## src/rtl/weyl_sng_if.sv

```systemverilog
// Sample-in / bitstream-out bundle for weyl_sng.
// Optional macro WEYL_SNG_COUNT_EN adds the count_out signal.
interface weyl_sng_if #(
  parameter int BITSTREAM = 64,
  parameter int QUANT     = 8
) ();
  // valid_in qualifies data for one cycle; there is no ready, the sink always accepts.
  // valid_out pulses one cycle after an accepted sample, while quota holds otherwise.
  logic                 valid_in;
  logic [QUANT-1:0]     data;
  logic                 valid_out;
  logic [BITSTREAM-1:0] quota;
`ifdef WEYL_SNG_COUNT_EN
  logic [$clog2(BITSTREAM+1)-1:0] count_out;
`endif

  modport master (
    output valid_in,
    output data,
    input  valid_out,
    input  quota
`ifdef WEYL_SNG_COUNT_EN
    , input count_out
`endif
  );

  modport slave (
    input  valid_in,
    input  data,
    output valid_out,
    output quota
`ifdef WEYL_SNG_COUNT_EN
    , output count_out
`endif
  );
endinterface

```

## src/rtl/weyl_sng.sv

```systemverilog
// Stochastic number generator: signed sample -> quota of ones spread on a Weyl sequence.
// Optional macro WEYL_SNG_COUNT_EN registers the quota count s on count_out.
module weyl_sng #(
  parameter int BITSTREAM = 64,
  parameter int BASE      = 2,
  parameter int STRIDE    = 17,
  parameter int QUANT     = 8
) (
  input  logic     clk,
  input  logic     rst_n,
  weyl_sng_if.slave bus
);
  localparam int CW = $clog2(BITSTREAM + 1);
  localparam int UW = QUANT + $clog2(BITSTREAM) + 2;

  localparam logic [QUANT-1:0] MIN_CODE = {1'b1, {(QUANT-1){1'b0}}};
  localparam logic [UW-1:0]    FULL     = UW'(1) << QUANT;
  localparam logic [UW-1:0]    HALF     = UW'(1) << (QUANT - 1);
  localparam logic [UW-1:0]    SCALE    = UW'(BITSTREAM);

  function automatic int gcd(input int a, input int b);
    int x;
    int y;
    int t;
    x = a;
    y = b;
    while (y != 0) begin
      t = x % y;
      x = y;
      y = t;
    end
    return x;
  endfunction

  // rank[j] = k such that (BASE + k*STRIDE) mod BITSTREAM == j; a bijection because STRIDE is coprime.
  function automatic logic [BITSTREAM-1:0][CW-1:0] build_rank();
    logic [BITSTREAM-1:0][CW-1:0] r;
    r = '0;
    for (int k = 0; k < BITSTREAM; k++) begin
      r[(BASE + k * STRIDE) % BITSTREAM] = CW'(k);
    end
    return r;
  endfunction

  localparam logic [BITSTREAM-1:0][CW-1:0] RANK = build_rank();

  if (gcd(STRIDE, BITSTREAM) != 1) begin : g_bad_stride
    $fatal(1, "weyl_sng: STRIDE must be coprime with BITSTREAM");
  end
  if (BASE >= BITSTREAM) begin : g_bad_base
    $fatal(1, "weyl_sng: BASE must be below BITSTREAM");
  end
  if (QUANT < 2) begin : g_bad_quant
    $fatal(1, "weyl_sng: QUANT must be at least 2");
  end
  if (BITSTREAM < 2) begin : g_bad_width
    $fatal(1, "weyl_sng: BITSTREAM must be at least 2");
  end

  logic [UW-1:0]        u;
  logic [UW-1:0]        scaled;
  logic [UW-1:0]        s_raw;
  logic [CW-1:0]        s;
  logic [BITSTREAM-1:0] word;

  // Adding 2^(QUANT-1) to a two's-complement value is an MSB flip; the reserved code means full scale.
  always_comb begin
    u = '0;
    if (bus.data == MIN_CODE) begin
      u = FULL;
    end else begin
      u = UW'({~bus.data[QUANT-1], bus.data[QUANT-2:0]});
    end
    scaled = u * SCALE + HALF;
    s_raw  = scaled >> QUANT;
    s      = (s_raw > SCALE) ? CW'(BITSTREAM) : s_raw[CW-1:0];
  end

  always_comb begin
    word = '0;
    for (int j = 0; j < BITSTREAM; j++) begin
      word[j] = (RANK[j] < s);
    end
  end

  always_ff @(posedge clk or negedge rst_n) begin
    if (!rst_n) begin
      bus.quota     <= '0;
      bus.valid_out <= 1'b0;
`ifdef WEYL_SNG_COUNT_EN
      bus.count_out <= '0;
`endif
    end else begin
      bus.valid_out <= bus.valid_in;
      if (bus.valid_in) begin
        bus.quota <= word;
`ifdef WEYL_SNG_COUNT_EN
        bus.count_out <= s;
`endif
      end
    end
  end
endmodule

```

## src/flat_wrapper.sv

```systemverilog
// flat-port wrapper written by rule: the top's interface ports become plain ports
module weyl_sng_flat 
#(
  parameter int BITSTREAM = 64,
  parameter int BASE      = 2,
  parameter int STRIDE    = 17,
  parameter int QUANT     = 8
)
  (clk, rst_n, bus_valid_in, bus_data, bus_valid_out, bus_quota);
  weyl_sng_if #(.BITSTREAM(BITSTREAM), .QUANT(QUANT)) bus_i ();
  input  logic clk;
  input  logic rst_n;
  input wire logic [$bits(bus_i.valid_in)-1:0] bus_valid_in;
  input wire logic [$bits(bus_i.data)-1:0] bus_data;
  output wire logic [$bits(bus_i.valid_out)-1:0] bus_valid_out;
  output wire logic [$bits(bus_i.quota)-1:0] bus_quota;
  assign bus_i.valid_in = bus_valid_in;
  assign bus_i.data = bus_data;
  assign bus_valid_out = bus_i.valid_out;
  assign bus_quota = bus_i.quota;
  weyl_sng #(.BITSTREAM(BITSTREAM), .BASE(BASE), .STRIDE(STRIDE), .QUANT(QUANT)) u_core (.clk(clk), .rst_n(rst_n), .bus(bus_i));
endmodule
```

## config.mk

```make
export PLATFORM = sky130hd
export DESIGN_NAME = weyl_sng_flat
export DESIGN_NICKNAME = d
export VERILOG_FILES = /design/src/rtl/weyl_sng_if.sv /design/src/rtl/weyl_sng.sv /design/src/flat_wrapper.sv
export SDC_FILE = /design/constraint.sdc
export NUM_CORES = 1
export LEC_CHECK = 0
export ABC_CLOCK_PERIOD_IN_PS = 1900
export BUFFER_PORTS_ARGS = -buffer_cell sky130_fd_sc_hd__buf_4
export CAP_MARGIN = 10
export CORE_UTILIZATION = 40
export DETAILED_ROUTE_END_ITERATION = 8
export GPL_ROUTABILITY_DRIVEN = 0
export PLACE_DENSITY = 0.67
export SETUP_SLACK_MARGIN = 0.1
export SLEW_MARGIN = 5
export SYNTH_ARGS = -nofsm -noshare
export SYNTH_HDL_FRONTEND = slang
export SYNTH_SLANG_ARGS = --single-unit
```

## constraint.sdc

```tcl
create_clock -name clk -period 1.9 [get_ports clk]
set_input_delay 0.19 -clock clk [delete_from_list [all_inputs] [get_ports clk]]
set_output_delay 0.19 -clock clk [all_outputs]
set_load 0.01 [all_outputs]
```

==> Word level (Yosys, flattened, before mapping) <==
Index checks and enable logic that the tools add are counted.
{ "word_totals": {"regBits": 65, "input_bits": 11, "output_inout_bits": 65} }
{ "classes": {"muxes": 2, "magnitude_cmp": 65, "eq_ne": 1, "add_sub_neg": 1, "bitwise": 1} }
{ "ops": {"columns": ["cell", "n"], "rows": [
  ["less-than comparator 6 x 7 -> 1 bit (first input constant)", 32],
  ["less-than comparator 5 x 7 -> 1 bit (first input constant)", 16],
  ["less-than comparator 4 x 7 -> 1 bit (first input constant)", 8],
  ["less-than comparator 3 x 7 -> 1 bit (first input constant)", 4],
  ["adder 15 x 8 -> 16 bit (second input constant)", 1],
  ["less-than comparator 1 x 7 -> 1 bit (first input constant)", 2],
  ["less-than comparator 2 x 7 -> 1 bit (first input constant)", 2],
  ["2-to-1 mux 9 bit", 1],
  ["equality test 8 bit (second input constant)", 1],
  ["> comparator 8 x 7 -> 1 bit (second input constant)", 1],
  ["2-to-1 mux 7 bit", 1],
  ["inverter 1 bit", 1]
]} }

==> Longest topological paths before layout <==
{ "logic_depth": {"ltp_word": 6, "ltp_mapped": 6} }

==> Worst setup path after synthesis <==
Ideal clock, no wire load.
{ "synth_timing": {"path_kind": "input-to-reg", "start": "input bus_data[2]", "end": "register u_core.bus.quota[5]", "path_stages": 6, "setup_slack_ps": 371, "arrival_time_ps": 1464, "t_required_ps": 1834, "setup_ps": 66, "path_cell_list": "buf_2 -> and4_1 -> buf_2 -> and3_1 -> o211ai_1 -> o221a_2"} }
{ "synth_between": {"elab_chain_cells": 6} }
{ "synth_rtl": {"columns": ["element", "line", "source"], "rows": [
  ["start, declared", "flat_wrapper.sv:14", "input wire logic [$bits(bus_i.data)-1:0] bus_data;"],
  ["equality test 8 bit", "weyl_sng.sv:69", "if (bus.data == MIN_CODE) begin"],
  ["2-to-1 mux 9 bit *", "weyl_sng.sv:69", null],
  ["adder 15 x 8 -> 16 bit *", "weyl_sng.sv:74", "scaled = u * SCALE + HALF;"],
  ["> comparator 8 x 7 -> 1 bit", "weyl_sng.sv:76", "s = (s_raw > SCALE) ? CW'(BITSTREAM) : s_raw[CW-1:0];"],
  ["2-to-1 mux 7 bit *", "weyl_sng.sv:76", null],
  ["less-than comparator 5 x 7 -> 1 bit *", "weyl_sng.sv:82", "word[j] = (RANK[j] < s);"],
  ["end signal, assigned", "weyl_sng.sv:96", "bus.quota <= word;"],
  ["end, declared", "weyl_sng_if.sv:31", "output quota"]
]} }
Mark *: on every way between the ends. The rest lies on a longest branch, timed or not.
A chain may end at the register's enable or synchronous reset.

==> Worst setup path after layout <==
{ "layout_timing": {"start": "input bus_data[4]", "end": "register u_core.bus.quota[24]"} }
{ "layout_between": {"elab_chain_cells": 6} }
{ "layout_rtl": {"columns": ["element", "line"], "rows": [
  ["equality test 8 bit", "weyl_sng.sv:69"],
  ["2-to-1 mux 9 bit *", "weyl_sng.sv:69"],
  ["adder 15 x 8 -> 16 bit *", "weyl_sng.sv:74"],
  ["> comparator 8 x 7 -> 1 bit", "weyl_sng.sv:76"],
  ["2-to-1 mux 7 bit *", "weyl_sng.sv:76"],
  ["less-than comparator 6 x 7 -> 1 bit *", "weyl_sng.sv:82"]
]} }
Marks and branches as above.

==> impl_results.md <==
* Power per standard cell area at 848 nW/µm²
* Pin count of the biggest net entering global routing at 66
* Fin. max-slew vios at 0
* Nets@finish at 384
* CTS tree: yes
* Synth Cell Area at 2910 µm²
* DR pass1 iterations at 4
* Nature of the critical path startpoint: input pin
* Final setup violation count at 0
* Clock Pin Slew Worst Setup and Hold Paths at 0.07 ns
* Worst min path class: in -> reg
* Clock share of power at 0.316
* GRT Residual Overflow at 0
* Post-synth cell types at 40
* Die Ht at 87.3 µm
* Switching Share at 0.287
* Asr flop ratio synth at 1.00
* Crit path max fanout at 8
* Total vias in the final route at 2437
* Reg power frac at 0.490
* Internal power at 2.30 mW
* Top cell type's share of synthesized area at 0.558
* Skew final at 0 ns
* Final Cycle Share at 0.773
* Synth Instances at 289
* Setup Buffers After CTS at 0
* Port Buffers at 75
* FILL cells at 642
* TNS Setup at 0 ns
* Worst stage delay on the critical path at 0.58 ns
* Flops & latches, synth at 65
* Post-DP HPWL at 4890 µm
* WL per Instance at 15.7 µm
* Die width at 87.3 µm
* First-pass GRT wire length at 11700 µm
* Kind of critical path: in -> reg
* Root buf cell: clkbuf_8
* Synth Net Count at 300
* Row count at 30
* YS warnings at 0
* RSZ-0062 raised after global routing: no
* Io pins at 76
* Initial Util at 0.422
* Drt total wl at 7410 µm
* Psw at 0.925 mW
* Status: finished clean
* Top delay family on crit path: simple AND/OR/NAND/NOR gates
* Register area share after synthesis at 0.558
* Core area at 6910 µm²
* Most common flop cell mapped by yosys: dfrtp_1
* Clk Latency, worst-skew pair at 0.34 ns
* EDFF count, synth at 0
* Initial antenna violation count at 0
* Max-Cap Viols at 0
* Leakage Power at 1.80 nW
* Arrival @ worst endpoint at 1.73 ns
* Vias in the first global route at 2356
* Final core utilization at 0.551
* Fmax at 681 MHz
* Minimum clock period at 1.47 ns
* Worst Path Required at 2.16 ns
* Routed Antenna Nets at 0
* DRT iter0 DRCs at 129
* Die footprint at 7630 µm²
* Synthesis-to-finish area growth at 30.6%
* CP max stage cell: or4_4
* Total CTS buffers at 9
* Critical path cell sequence: buf_4, or4_4, nor4_4, o21ai_1, o22ai_1
* Syn Area/Cell at 10.1 µm²
* DRC viols at 0
* Min Hold Slack at 0.314 ns
* Worst-Margin Slew at 0.844 ns
* Buf+Inv Stages, Crit Path at 1
* Hold Fails Final Rpt at 0
* CTS sink cnt at 65
* Comb pwr share at 0.194
* Clk buf depth at 2
* Area contributors post-synth: dfrtp_1 (56%), inv_1 (7.1%), o22ai_1 (6.0%)
* Total GRT Usage at 0.206
* Max IR drop VDD at 0.000307 V
* Diode count at 0
* Relative slew slack at 0.437
* Vias/cell at 5.15
* Layout cells sized above 1 at 0.308
* Leading area contributor after synthesis: dfrtp_1
* H-tree Lvls at 3
* CP endpoint kind: flop
## cell usage after synthesis (2+ instances only)
master     n
o21ai_1    4
o22ai_1   28
o21ai_0    9
nand2_1    2
xnor2_1    2
o22a_1     8
nand3_1    3
o221a_2    7
mux2i_1    4
nor2_1    30
a21oi_1    6
o221ai_1  14
nor3b_1    4
and3b_1    2
nor3_1     3
inv_1     55
and3_1     2
clkbuf_1  13
buf_2      5
dfrtp_1   65
nand2b_1   4
## power by group through the flow
| stage | Combinational (mW) | Sequential (mW) | Clock (mW) |
|---|---|---|---|
| 3_3_place_gp | 0.617 | 1.61 | 0 |
| 2_1_floorplan | 0.241 | 1.66 | 0 |
| 3_5_place_dp | 0.629 | 1.61 | 0 |
| 6_report | 0.625 | 1.58 | 1.02 |
| 4_1_cts | 0.632 | 1.58 | 1.04 |
| 5_1_grt | 0.687 | 1.60 | 1.09 |
## layer usage
| metal | global-route usage | wire, µm | vias up |
|---|---|---|---|
| met3 | 0.0408 | 417 | 11 |
| met4 | 0.109 | 147 | 0 |
| met1 | 0.270 | 3330 | 1174 |
| li1 | - | - | 1176 |
| met5 | 0 | 0 | - |
| met2 | 0.324 | 3510 | 76 |
## area by class of cell
type / instances / area, µm² / share of cell area
inverter: 55 / 206 / 0.0543
sequential: 65 / 1630 / 0.428
timing repair buffer: 92 / 693 / 0.182
clock inverter: 3 / 17.5 / 0.00461
tap: 96 / 120 / 0.0316
multi-input combinational: 150 / 995 / 0.262
clock buffer: 12 / 145 / 0.0382
## final timing paths
kind                                             startpoint                          endpoint  slack [ns]  depth (start not counted)
setup reg to reg           u_core.bus.quota[39]$_DFFE_PN0P_  u_core.bus.quota[39]$_DFFE_PN0P_        1.12                          1
hold reg to reg            u_core.bus.quota[19]$_DFFE_PN0P_  u_core.bus.quota[19]$_DFFE_PN0P_        0.51                          1
max in group asynchronous                             rst_n  u_core.bus.quota[35]$_DFFE_PN0P_        0.88                          2
hold / removal                                 bus_valid_in  u_core.bus.quota[49]$_DFFE_PN0P_        0.31                          2
setup / recovery                                bus_data[4]  u_core.bus.quota[24]$_DFFE_PN0P_        0.43                          5
min in group asynchronous                             rst_n  u_core.bus.quota[24]$_DFFE_PN0P_        0.48                          2
## state kept, by name (all words and copies together), names as in the netlist
register,cells
u_core.bus.quota,64
u_core.bus.valid_out,1
## timing repair
action,CTS,global route
gates resized for setup,0,0
hold endpoints to repair,65,0
hold buffers,1,0
## placed cells by master, fill, tap and decap left out, types with 2 or more instances in the layout
cell type / synthesis / layout
xnor2_1: 2 / 2
o221ai_1: 14 / 14
inv_1: 55 / 55
nand2b_1: 4 / 4
buf_4: 0 / 91
and3b_1: 2 / 2
o22ai_1: 28 / 28
mux2i_1: 4 / 4
nor2_1: 30 / 30
nand2_1: 2 / 2
and3_1: 2 / 2
nor3b_1: 4 / 4
nand3_1: 3 / 3
a21oi_1: 6 / 6
o21ai_1: 4 / 4
o221a_2: 7 / 7
clkbuf_8: 0 / 10
clkinv_2: 0 / 2
o21ai_0: 9 / 9
nor3_1: 3 / 3
dfrtp_1: 65 / 65
o22a_1: 8 / 8
clkbuf_1: 13 / 2
## through the flow
stage	cell area [µm²]	total power, mW	instances	setup slack, ns
6_report	3800	3.22	473	0.431
5_1_grt	3800	3.37	473	0.318
4_1_cts	3800	3.25	473	0.419
3_5_place_dp	3630	2.23	457	0.0582
3_3_place_gp	3630	2.23	457	0.0779
2_1_floorplan	2910	1.90	289	0.371
## cell families after synthesis
logic type      count (synthesis)  share of synthesized area
simple gates                   60                      0.113
flops                          65                      0.558
mux                             4                     0.0137
buf+inv                        74                      0.100
compound gates                 83                      0.206
xor+xnor                        3                    0.00902
Note: power is estimated with default switching activity, not from simulation.
